<file path="config.mk">
export PLATFORM = sky130hd
export DESIGN_NAME = axi_mm_read_mo
export DESIGN_NICKNAME = d
export VERILOG_FILES = /design/src/rtl/axi_mm_read_mo_pkg.sv /design/src/rtl/axi_mm_read_mo_burst_sizer.sv /design/src/rtl/axi_mm_read_mo.sv
export SDC_FILE = /design/constraint.sdc
export NUM_CORES = 1
export LEC_CHECK = 0
export CAP_MARGIN = 5
export CORE_UTILIZATION = 35
export CTS_CLUSTER_DIAMETER = 150
export CTS_CLUSTER_SIZE = 16
export DETAILED_ROUTE_END_ITERATION = 10
export GPL_TIMING_DRIVEN = 0
export PLACE_DENSITY = 0.64
export SLEW_MARGIN = 10
export SYNTH_ARGS = -nofsm -noshare
export SYNTH_HDL_FRONTEND = slang
export SYNTH_SLANG_ARGS = --single-unit
export TNS_END_PERCENT = 1
</file>
<file path="constraint.sdc">
create_clock -name clk -period 10.1 [get_ports clk]
set_input_delay 1.515 -clock clk [delete_from_list [all_inputs] [get_ports clk]]
set_output_delay 1.515 -clock clk [all_outputs]
set_load 0.05 [all_outputs]
</file>
<file path="src/rtl/axi_mm_read_mo_pkg.sv">
// Shared constants and FSM encoding for the AXI4 multi-outstanding read master.
package axi_mm_read_mo_pkg;

    localparam logic [1:0]  AXI_BURST_INCR = 2'b01;
    localparam logic [1:0]  AXI_RESP_OKAY  = 2'b00;
    localparam int unsigned AXI_4KB_BYTES  = 4096;

    typedef enum logic [1:0] {
        ST_IDLE  = 2'd0,
        ST_ISSUE = 2'd1,
        ST_DRAIN = 2'd2,
        ST_DONE  = 2'd3
    } state_t;

    function automatic int unsigned size_log2(input int unsigned dwidth);
        return $clog2(dwidth / 8);
    endfunction

endpackage

</file>
<file path="src/rtl/axi_mm_read_mo_burst_sizer.sv">
// Registered burst length: min(beats left, MAX_BURST_LEN, beats to the next 4 KB page).
module axi_mm_read_mo_burst_sizer
    import axi_mm_read_mo_pkg::*;
#(
    parameter int unsigned SIZE_LOG2     = 2,
    parameter int unsigned MAX_BURST_LEN = 256
)(
    input  logic        clk,
    input  logic        resetn,
    input  logic [11:0] page_offset,
    input  logic [31:0] beats_left,
    output logic [8:0]  len_b
);

    localparam logic [12:0] PAGE_BYTES = 13'(AXI_4KB_BYTES);

    logic [12:0] page_room;
    logic [12:0] page_beats;
    logic [8:0]  len_d;

    // NOTE: every variable gets a default at the top of always_comb so no path leaves it unassigned (no latch).
    always_comb begin
        page_room  = PAGE_BYTES - {1'b0, page_offset};
        page_beats = page_room >> SIZE_LOG2;
        len_d      = (beats_left > 32'(MAX_BURST_LEN)) ? 9'(MAX_BURST_LEN) : beats_left[8:0];
        // The page limit is applied last so it always wins over the burst cap.
        if (page_beats < {4'b0, len_d}) begin
            len_d = page_beats[8:0];
        end
    end

    // NOTE: sequential state uses non-blocking assignments so all registers update from pre-edge values.
    always_ff @(posedge clk) begin
        if (!resetn) begin
            len_b <= '0;
        end else begin
            len_b <= len_d;
        end
    end

endmodule

</file>
<file path="src/rtl/axi_mm_read_mo.sv">
// AXI4 read master: splits a core request into INCR bursts, keeps several ARs in flight,
// and streams R beats straight through to the core with a sticky error flag.
module axi_mm_read_mo
    import axi_mm_read_mo_pkg::*;
#(
    parameter int unsigned AXI_AWIDTH      = 32,
    parameter int unsigned AXI_DWIDTH      = 32,
    parameter int unsigned MAX_BURST_LEN   = 256,
    parameter int unsigned MAX_OUTSTANDING = 4,
    parameter logic [3:0]  AXI_ID          = 4'd0
)(
    input  logic                  clk,
    input  logic                  resetn,
    output logic [3:0]            arid,
    output logic [AXI_AWIDTH-1:0] araddr,
    output logic                  arvalid,
    input  logic                  arready,
    output logic [7:0]            arlen,
    output logic [2:0]            arsize,
    output logic [1:0]            arburst,
    input  logic [3:0]            rid,
    input  logic [AXI_DWIDTH-1:0] rdata,
    input  logic                  rvalid,
    output logic                  rready,
    input  logic                  rlast,
    input  logic [1:0]            rresp,
    input  logic                  core_read_request_valid,
    output logic                  core_read_request_ready,
    input  logic [AXI_AWIDTH-1:0] core_read_addr,
    input  logic [31:0]           core_read_len,
    output logic [AXI_DWIDTH-1:0] core_read_data,
    output logic                  core_read_data_valid,
    input  logic                  core_read_data_ready,
    output logic                  core_read_done,
    output logic                  core_read_error
);

    localparam int unsigned SIZE_LOG2 = size_log2(AXI_DWIDTH);
    localparam int unsigned OW        = $clog2(MAX_OUTSTANDING + 1);
    localparam logic [OW-1:0]         OUT_MAX  = OW'(MAX_OUTSTANDING);
    localparam logic [AXI_AWIDTH-1:0] LSB_MASK = AXI_AWIDTH'((1 << SIZE_LOG2) - 1);

    state_t                state_q, state_d;
    logic [AXI_AWIDTH-1:0] addr_q, addr_d;
    logic [31:0]           beats_left_q, beats_left_d;
    logic [OW-1:0]         outstanding_q, outstanding_d;
    logic                  arvalid_q, arvalid_d;
    logic                  error_q, error_d;
    logic [8:0]            len_b;

    logic req_fire, ar_fire, r_fire, r_last_fire;

    // Single ID, in-order responses: rid carries no information.
    logic unused_rid;
    assign unused_rid = ^rid;

    assign req_fire    = core_read_request_valid & core_read_request_ready;
    assign ar_fire     = arvalid_q & arready;
    assign r_fire      = rvalid & rready;
    assign r_last_fire = r_fire & rlast;

    // ---------------- state register ----------------
    always_ff @(posedge clk) begin
        if (!resetn) begin
            state_q <= ST_IDLE;
        end else begin
            state_q <= state_d;
        end
    end

    // ---------------- next-state logic ----------------
    always_comb begin
        state_d = state_q;
        unique case (state_q)
            ST_IDLE: begin
                if (req_fire) begin
                    state_d = (core_read_len == '0) ? ST_DONE : ST_ISSUE;
                end
            end
            ST_ISSUE: if (beats_left_q == '0) state_d = ST_DRAIN;
            ST_DRAIN: if (outstanding_q == '0) state_d = ST_DONE;
            ST_DONE:  state_d = ST_IDLE;
            default:  state_d = ST_IDLE;
        endcase
    end

    // ---------------- FSM outputs ----------------
    always_comb begin
        core_read_request_ready = (state_q == ST_IDLE);
        rready                  = core_read_data_ready &
                                  ((state_q == ST_ISSUE) || (state_q == ST_DRAIN));
        core_read_data_valid    = rvalid & (state_q != ST_IDLE);
        core_read_done          = (state_q == ST_DONE);
        core_read_error         = (state_q == ST_DONE) & error_q;
    end

    // ---------------- datapath next values ----------------
    always_comb begin
        addr_d        = addr_q;
        beats_left_d  = beats_left_q;
        arvalid_d     = arvalid_q;
        outstanding_d = outstanding_q;
        error_d       = error_q;

        if (req_fire) begin
            addr_d       = core_read_addr & ~LSB_MASK;
            beats_left_d = core_read_len;
        end else if (ar_fire) begin
            addr_d       = addr_q + (AXI_AWIDTH'(len_b) << SIZE_LOG2);
            beats_left_d = beats_left_q - 32'(len_b);
        end

        // arvalid stays low for one cycle after each handshake while the sizer settles.
        if (req_fire) begin
            arvalid_d = (core_read_len != '0);
        end else if (ar_fire) begin
            arvalid_d = 1'b0;
        end else if ((state_q == ST_ISSUE) && !arvalid_q &&
                     (beats_left_q != '0) && (outstanding_q < OUT_MAX)) begin
            arvalid_d = 1'b1;
        end

        unique case ({ar_fire, r_last_fire})
            2'b10:   outstanding_d = outstanding_q + 1'b1;
            2'b01:   outstanding_d = outstanding_q - 1'b1;
            default: outstanding_d = outstanding_q;
        endcase

        if (req_fire) begin
            error_d = 1'b0;
        end else if (r_fire && (rresp != AXI_RESP_OKAY)) begin
            error_d = 1'b1;
        end
    end

    always_ff @(posedge clk) begin
        if (!resetn) begin
            addr_q        <= '0;
            beats_left_q  <= '0;
            arvalid_q     <= 1'b0;
            outstanding_q <= '0;
            error_q       <= 1'b0;
        end else begin
            addr_q        <= addr_d;
            beats_left_q  <= beats_left_d;
            arvalid_q     <= arvalid_d;
            outstanding_q <= outstanding_d;
            error_q       <= error_d;
        end
    end

    // Sizer sees the values the address/count registers are about to take, so len_b
    // is always consistent with addr_q/beats_left_q.
    axi_mm_read_mo_burst_sizer #(
        .SIZE_LOG2     (SIZE_LOG2),
        .MAX_BURST_LEN (MAX_BURST_LEN)
    ) u_sizer (
        .clk         (clk),
        .resetn      (resetn),
        .page_offset (addr_d[11:0]),
        .beats_left  (beats_left_d),
        .len_b       (len_b)
    );

    assign arid           = AXI_ID;
    assign araddr         = addr_q;
    assign arvalid        = arvalid_q;
    assign arlen          = 8'(len_b - 9'd1);
    assign arsize         = 3'(SIZE_LOG2);
    assign arburst        = AXI_BURST_INCR;
    assign core_read_data = rdata;

endmodule

</file>
==> results.cfg, run 1 <==
[status]
outcome = finished clean

[timing]
grt_setup_unrepaired = no
setup-tns-final_ps = 0
fmax_mhz = 139
slew_headroom_pct = 41.8
finClkSkew_ps = 7.48
min_period_ps = 7200
finalHoldViolCount = 0
tightest_slew_ps = 866
drv_slew = 0
min_period_over_period_pct = 71.3
finalSetupViolations = 0

[final_layout]
diodes = 0
area_growth_pct = 33.3
drive_above_1_share_pct = 10.9
fin_area_mm2 = 0.00832
final_util_pct = 47.9
fin_nets = 1091
fillers = 1736

[global_routing]
grt_antenna_before_repair = 0
first_global_vias = 5831
grt-ovfl-total = 0
grt_pass1_wl_um = 31800
track_usage_pct = 22.7
grt_max_degree = 14

[floorplanning]
initial_utilization_pct = 35.9
core_area_mm2 = 0.0174
die_x_um = 135
num_io_pins = 196
die_y_um = 135
die_area_mm2 = 0.0184
num_rows = 48

[critical_path]
crit_fanout = 10
cp-endpoint = u_sizer.len_b[2]$_SDFF_PN0_
worstPathCellList = clkdlybuf4s50_1 > and2_4 > mux2i_1 > o21ai_0 > nand2b_1 > or4_1 > or4_1 > a2111oi_2 > and3_1 > buf_6 > buf_4 > nand2_1 > ha_1 > a21o_1 > a21oi_1 > o21ai_0 > a221o_1 > a311o_2 > a211oi_1 > a21o_4 > mux2i_1
worstPathArrival_ps = 7480
worstRegToRegCells = 23
path_class = in2reg
cpPeakStageDelay_ps = 690
start_kind = primary input
reg2reg_to = u_sizer.len_b[2]$_SDFF_PN0_
cp.required_ps = 10380
r2r_start = u_sizer.len_b[0]$_SDFF_PN0_
crit_family = compound AO/OA/AOI/OAI gates
cpMaxStageDelayCell = clkdlybuf4s50_1
crit_path_end_kind = flip-flop
cp.depth = 21
crit_start = arready
rrSetupSlack_ps = 3450
crit_buf_inv = 3

[routing]
post_drt_via_cell_ratio = 5.41
drt_pass1_iterations = 5
drtIter0Drc = 410
ant_nets = 0
vias = 6373
wirelength_um = 20600
wire_per_inst_um = 17.5
drc = 0

[synthesis]
ys_ff_latch = 80
synth.avg_cell_area_um2 = 7.98
synth_area_mm2 = 0.00624
syn_inst = 781
synth.distinct_cells = 78
seq_area_frac_synth_pct = 25.7
yosysWarnings = 0
async_flop_share_pct = 0
ys.flop_type = dfxtp_1
synth_edf_count = 0

[power]
pwr-share-clk_pct = 13.4
powerDensity_mw_per_mm2 = 297
p_seq_share_pct = 20.3
switchingPower_mw = 1.26
internal_power_mw = 1.20
p_sw_share_pct = 51.2
leakagePower_nw = 3.19
pwr-share-comb_pct = 66.3
ir_worst_vdd_mv = 0.285
total_power_mw = 2.47

[run]
max_cap_viol_count = 0

[place]
place_area_mm2 = 0.00803
dp_hpwl_um = 16100
port-buffer-count = 148
place_congestion = 0.926

[clock_tree]
numCtsBuffers = 9
cts.sinks = 80
htree_num_levels = 3
post_cts_resized = 0
cts_tree = built
cts_root_buffer = clkbuf_16
clock_latency_ps = 340
cts_setup_buffers = 0
hold_buffers = 0
path_clk_slew_ps = 60
clk_path_buf_depth = 2

[min_path]
hp-class = reg2reg
## worst min path at each step
stage	from	endpoint	slack (ps)	cells past startpoint
floorplan	outstanding_q[2]$_SDFFE_PN0P_	outstanding_q[2]$_SDFFE_PN0P_	470	2
global placement	araddr[0]$_SDFF_PN0_	araddr[0]$_SDFF_PN0_	480	1
detailed placement	araddr[1]$_SDFF_PN0_	araddr[1]$_SDFF_PN0_	490	1
CTS	araddr[1]$_SDFF_PN0_	araddr[1]$_SDFF_PN0_	500	1
global route	araddr[1]$_SDFF_PN0_	araddr[1]$_SDFF_PN0_	520	1
finish	araddr[1]$_SDFF_PN0_	araddr[1]$_SDFF_PN0_	500	1
## Yosys cell counts, types with 6 or more instances
cell type | instances | area (µm²)
nand3_1 | 22 | 110
and2_1 | 19 | 119
dfxtp_1 | 80 | 1600
or2_2 | 6 | 37.5
a21o_1 | 7 | 52.6
a31oi_1 | 10 | 62.6
nor4_1 | 16 | 100
nor2_1 | 100 | 375
mux2i_1 | 12 | 120
and3_1 | 14 | 87.6
nand4_1 | 7 | 43.8
a22o_1 | 6 | 52.6
or4_1 | 8 | 60.1
buf_6 | 7 | 78.8
a21oi_1 | 31 | 155
or3_1 | 13 | 81.3
a22oi_1 | 13 | 97.6
o31ai_1 | 11 | 82.6
ha_1 | 32 | 400
a211oi_1 | 30 | 225
o21ai_0 | 23 | 115
inv_1 | 23 | 86.3
xor2_1 | 25 | 219
nor3_1 | 21 | 105
buf_4 | 43 | 323
nor2b_1 | 6 | 37.5
nand2_1 | 58 | 218
xnor2_1 | 31 | 272
clkbuf_1 | 17 | 63.8
## layout make-up
class,instances,area (µm²),area share [%]
clock inverter,5,57.6,0.692
multi-input combinational,608,4040,48.6
inverter,24,92.6,1.11
sequential,80,1600,19.3
tap,225,282,3.39
timing repair buffer,148,1480,17.8
clock buffer,11,233,2.80
buffer,76,527,6.33
## sequential cells by signal (all words and copies together) (netlist names)
signal / count
araddr: 32
arvalid: 1
beats_left_q: 32
error_q: 1
outstanding_q: 3
state_q: 2
u_sizer.len_b: 9
## stage by stage
stage,setup WS [ps],hold slack [ps],std cells
floorplan,3970,472,788
global placement,2640,481,1161
detailed placement,2650,487,1161
CTS,2990,499,1177
global route,2500,522,1177
finish,2900,498,1177
## cell usage in the layout, fill, tap and decap left out, types with 14 or more instances in the layout
cell type,Yosys,layout
clkdlybuf4s50_1,0,148
nor2_1,100,100
dfxtp_1,80,80
nand2_1,58,58
buf_4,43,43
ha_1,32,32
a21oi_1,31,31
xnor2_1,31,31
a211oi_1,30,30
xor2_1,25,25
inv_1,23,23
o21ai_0,23,23
nand3_1,22,22
nor3_1,21,21
clkbuf_1,17,19
and2_1,19,19
nor4_1,16,16
and3_1,14,14
## cells by family (layout without fill, tap and decap cells)
logic type / count (synthesis) / in the layout / share of synthesized area, %
AO/OA/AOI/OAI: 180 / 180 / 21.1
other: 2 / 9 / 0.120
adder cells (fa/ha/maj): 35 / 35 / 7.38
flip-flops: 80 / 80 / 25.7
multiplexers: 13 / 13 / 2.15
AND/OR/NAND/NOR: 315 / 315 / 25.8
buffers and inverters: 100 / 264 / 9.93
XOR/XNOR: 56 / 56 / 7.87
## per-layer routing
layer  part of all wire [%]  vias to the layer above  global-route usage (%)
li1                       -                     3120                       -
met1                     46                     2973                    31.2
met2                     45                      257                    35.4
met3                    7.6                       23                    4.12
met4                    1.6                        0                    7.93
met5                      0                        -                       0
## power by group through the flow
stage / Clock [mW] / Combinational (mW) / Sequential (mW)
finish: 0.330 / 1.64 / 0.501
global route: 0.345 / 1.77 / 0.513
CTS: 0.334 / 1.62 / 0.499
detailed placement: 0 / 1.61 / 0.505
global placement: 0 / 1.61 / 0.505
floorplan: 0 / 1.08 / 0.579
No activity file was read; power rests on OpenSTA's default activity.
==> run 2: changes to the inputs <==
--- a/config.mk
+++ b/config.mk
@@ -11,7 +11,7 @@
 export CTS_CLUSTER_SIZE = 16
 export DETAILED_ROUTE_END_ITERATION = 10
 export GPL_TIMING_DRIVEN = 0
-export PLACE_DENSITY = 0.64
+export PLACE_DENSITY = 0.66
 export SLEW_MARGIN = 10
 export SYNTH_ARGS = -nofsm -noshare
 export SYNTH_HDL_FRONTEND = slang
==> constraint.sdc (replaced) <==
create_clock -name clk -period 5.8 [get_ports clk]
set_input_delay 0.87 -clock clk [delete_from_list [all_inputs] [get_ports clk]]
set_output_delay 0.87 -clock clk [all_outputs]
set_load 0.05 [all_outputs]
==> results.cfg, run 2 (synthesis gave the netlist of run 1 again) <==
[place]
dp_hpwl_um = 16100
placed_cells = 1161
port-buffer-count = 148
place_congestion = 0.937

[timing]
min_period_over_period_pct = 100
slew_headroom_pct = 43.5
tightest_slew_ps = 841
grt_setup_unrepaired = yes
setup_ws_ps = -6.59
finalHoldViolCount = 0
drv_slew = 0
min_period_ps = 5810
finClkSkew_ps = 7.78
fmax_mhz = 172
holdWs_ps = 499
finalSetupViolations = 1

[min_path]
hp-class = reg2reg
worstHoldPathCells = 1
worst_hold_path.endpoint = araddr[0]$_SDFF_PN0_
hp-start = araddr[0]$_SDFF_PN0_

[final_layout]
diodes = 0
register_area_mm2 = 0.00161
layout_commonest_cell = clkdlybuf4s50_1
fillers = 1733
multi_input_area_mm2 = 0.00425
fin_nets = 1100
final_cell_mix = clkdlybuf4s50_1, nor2_1, dfxtp_1, nand2_1, buf_4
layout.cells.non_filler = 1186
area_growth_pct = 38.4
drive_above_1_share_pct = 16.0

[floorplanning]
initial_utilization_pct = 35.9
die_y_um = 135
num_rows = 48
die_area_mm2 = 0.0184
num_io_pins = 196
core_area_mm2 = 0.0174
die_x_um = 135

[routing]
drt_pass1_iterations = 5
drc = 0
vias = 6460
wirelength_um = 21000
drtIter0Drc = 497
post_drt_via_cell_ratio = 5.45
ant_nets = 0
wire_per_inst_um = 17.7

[global_routing]
grt_max_degree = 14
grt_antenna_before_repair = 0
grt-ovfl-total = 0
first_global_vias = 6116
track_usage_pct = 23.0
grt_pass1_wl_um = 32700

[status]
outcome = finished, violations left
violations = negative setup slack

[critical_path]
rrSetupSlack_ps = -7
worstRegToRegCells = 26
crit_fanout = 8
start_kind = flip-flop
path_class = reg2reg
cp.required_ps = 6020
worstPathArrival_ps = 6020
crit_path_end_kind = flip-flop
reg2reg_to = u_sizer.len_b[1]$_SDFF_PN0_
r2r_start = beats_left_q[0]$_SDFF_PN0_

[clock_tree]
clock_latency_ps = 350
cts.sinks = 80
cts_root_buffer = clkbuf_16
clk_path_buf_depth = 2
htree_num_levels = 3
cts_tree = built
path_clk_slew_ps = 70
numCtsBuffers = 9

[power]
powerDensity_mw_per_mm2 = 531
ir_worst_vdd_mv = 0.711
leakagePower_nw = 3.31

[run]
max_cap_viol_count = 0
## run 2: changes by cell type in the layout (fill, tap and decap cells not counted), sizes merged
cell,change
buf,+11
clkdlybuf4s50,-2
clkinv,+2
clkinvlp,-2
clkbuf,-1
clkdlybuf4s15,+1
## run 2: how the worst max path moves through the flow
stage | from | endpoint | slack, ps | cells past startpoint
finish | beats_left_q[0]$_SDFF_PN0_ | u_sizer.len_b[1]$_SDFF_PN0_ | -7 | 26
global route | u_sizer.len_b[4]$_SDFF_PN0_ | u_sizer.len_b[1]$_SDFF_PN0_ | -190 | 24
CTS | beats_left_q[0]$_SDFF_PN0_ | u_sizer.len_b[7]$_SDFF_PN0_ | 8 | 26
detailed placement | arready | u_sizer.len_b[3]$_SDFF_PN0_ | -1020 | 22
global placement | arready | u_sizer.len_b[3]$_SDFF_PN0_ | -1010 | 22
floorplan | state_q[0]$_SDFFE_PN0P_ | u_sizer.len_b[7]$_SDFF_PN0_ | 170 | 26
## run 2: critical path, stage by stage, from the launching register on
cell and delay [ps]:
dfxtp_2 330, inv_2 80, ha_4 140, inv_2 30
fa_2 370, xor2_1 160, mux2i_1 170, o21ai_2 110
nand2b_1 140, or4_1 490, or4_4 590, a2111oi_4 370
and3_1 210, buf_6 110, buf_8 120, nand2_4 60
ha_4 210, a21o_1 170, a21oi_2 130, o21ai_2 80
a221o_1 350, a311o_2 410, a21oi_2 120, a21bo_4 250
a22o_1 230, a22oi_1 170, nor2_1 60
## run 2: area by class of cell
cell class | instances | area share (%)
multi-input cells | 608 | 49.2
flip-flops and latches | 80 | 18.7
repair buffers | 158 | 18.0
plain buffers | 75 | 6.32
well taps | 225 | 3.26
clock buffers | 11 | 2.81
inverters | 24 | 1.07
clock inverters | 5 | 0.652
## run 2: repair_timing
item / in CTS / in global routing
hold buffers: 0 / 0
buffers inserted: 4 / 6
setup endpoints to repair: 9 / 9
pin swaps: 7 / 12
resized for setup: 41 / 29
hold endpoints to repair: 0 / 0
## run 2: where the power goes
part | total [mW] | internal, mW | switching (mW)
logic | 3.12 | 1.21 | 1.90
registers | 0.882 | 0.702 | 0.180
clock network | 0.589 | 0.345 | 0.244
total | 4.59 | 2.26 | 2.33
## run 2: per-stage QoR
step	power (mW)	util (%)	area [µm²]	TNS [ps]	setup slack, ps
final	4.59	49.7	8630	-6.59	-6.59
after global routing	4.87	49.7	8630	-1290	-195
after CTS	4.43	48.8	8480	0	7.89
after detailed placement	3.69	46.2	8030	-8810	-1020
after global placement	3.67	46.2	8030	-8690	-1010
after floorplan	2.89	-	6260	0	169
## run 2: metal layers
metal  global-route usage, %  routed length [µm]  vias to the layer above  share of wire (%)
li1                        -                   -                     3129                  -
met1                    30.2                9260                     2993                 44
met2                    36.6                9280                      291                 44
met3                    4.56                1850                       47                8.8
met4                    9.80                 650                        0                3.1
met5                       0                   0                        -                  0
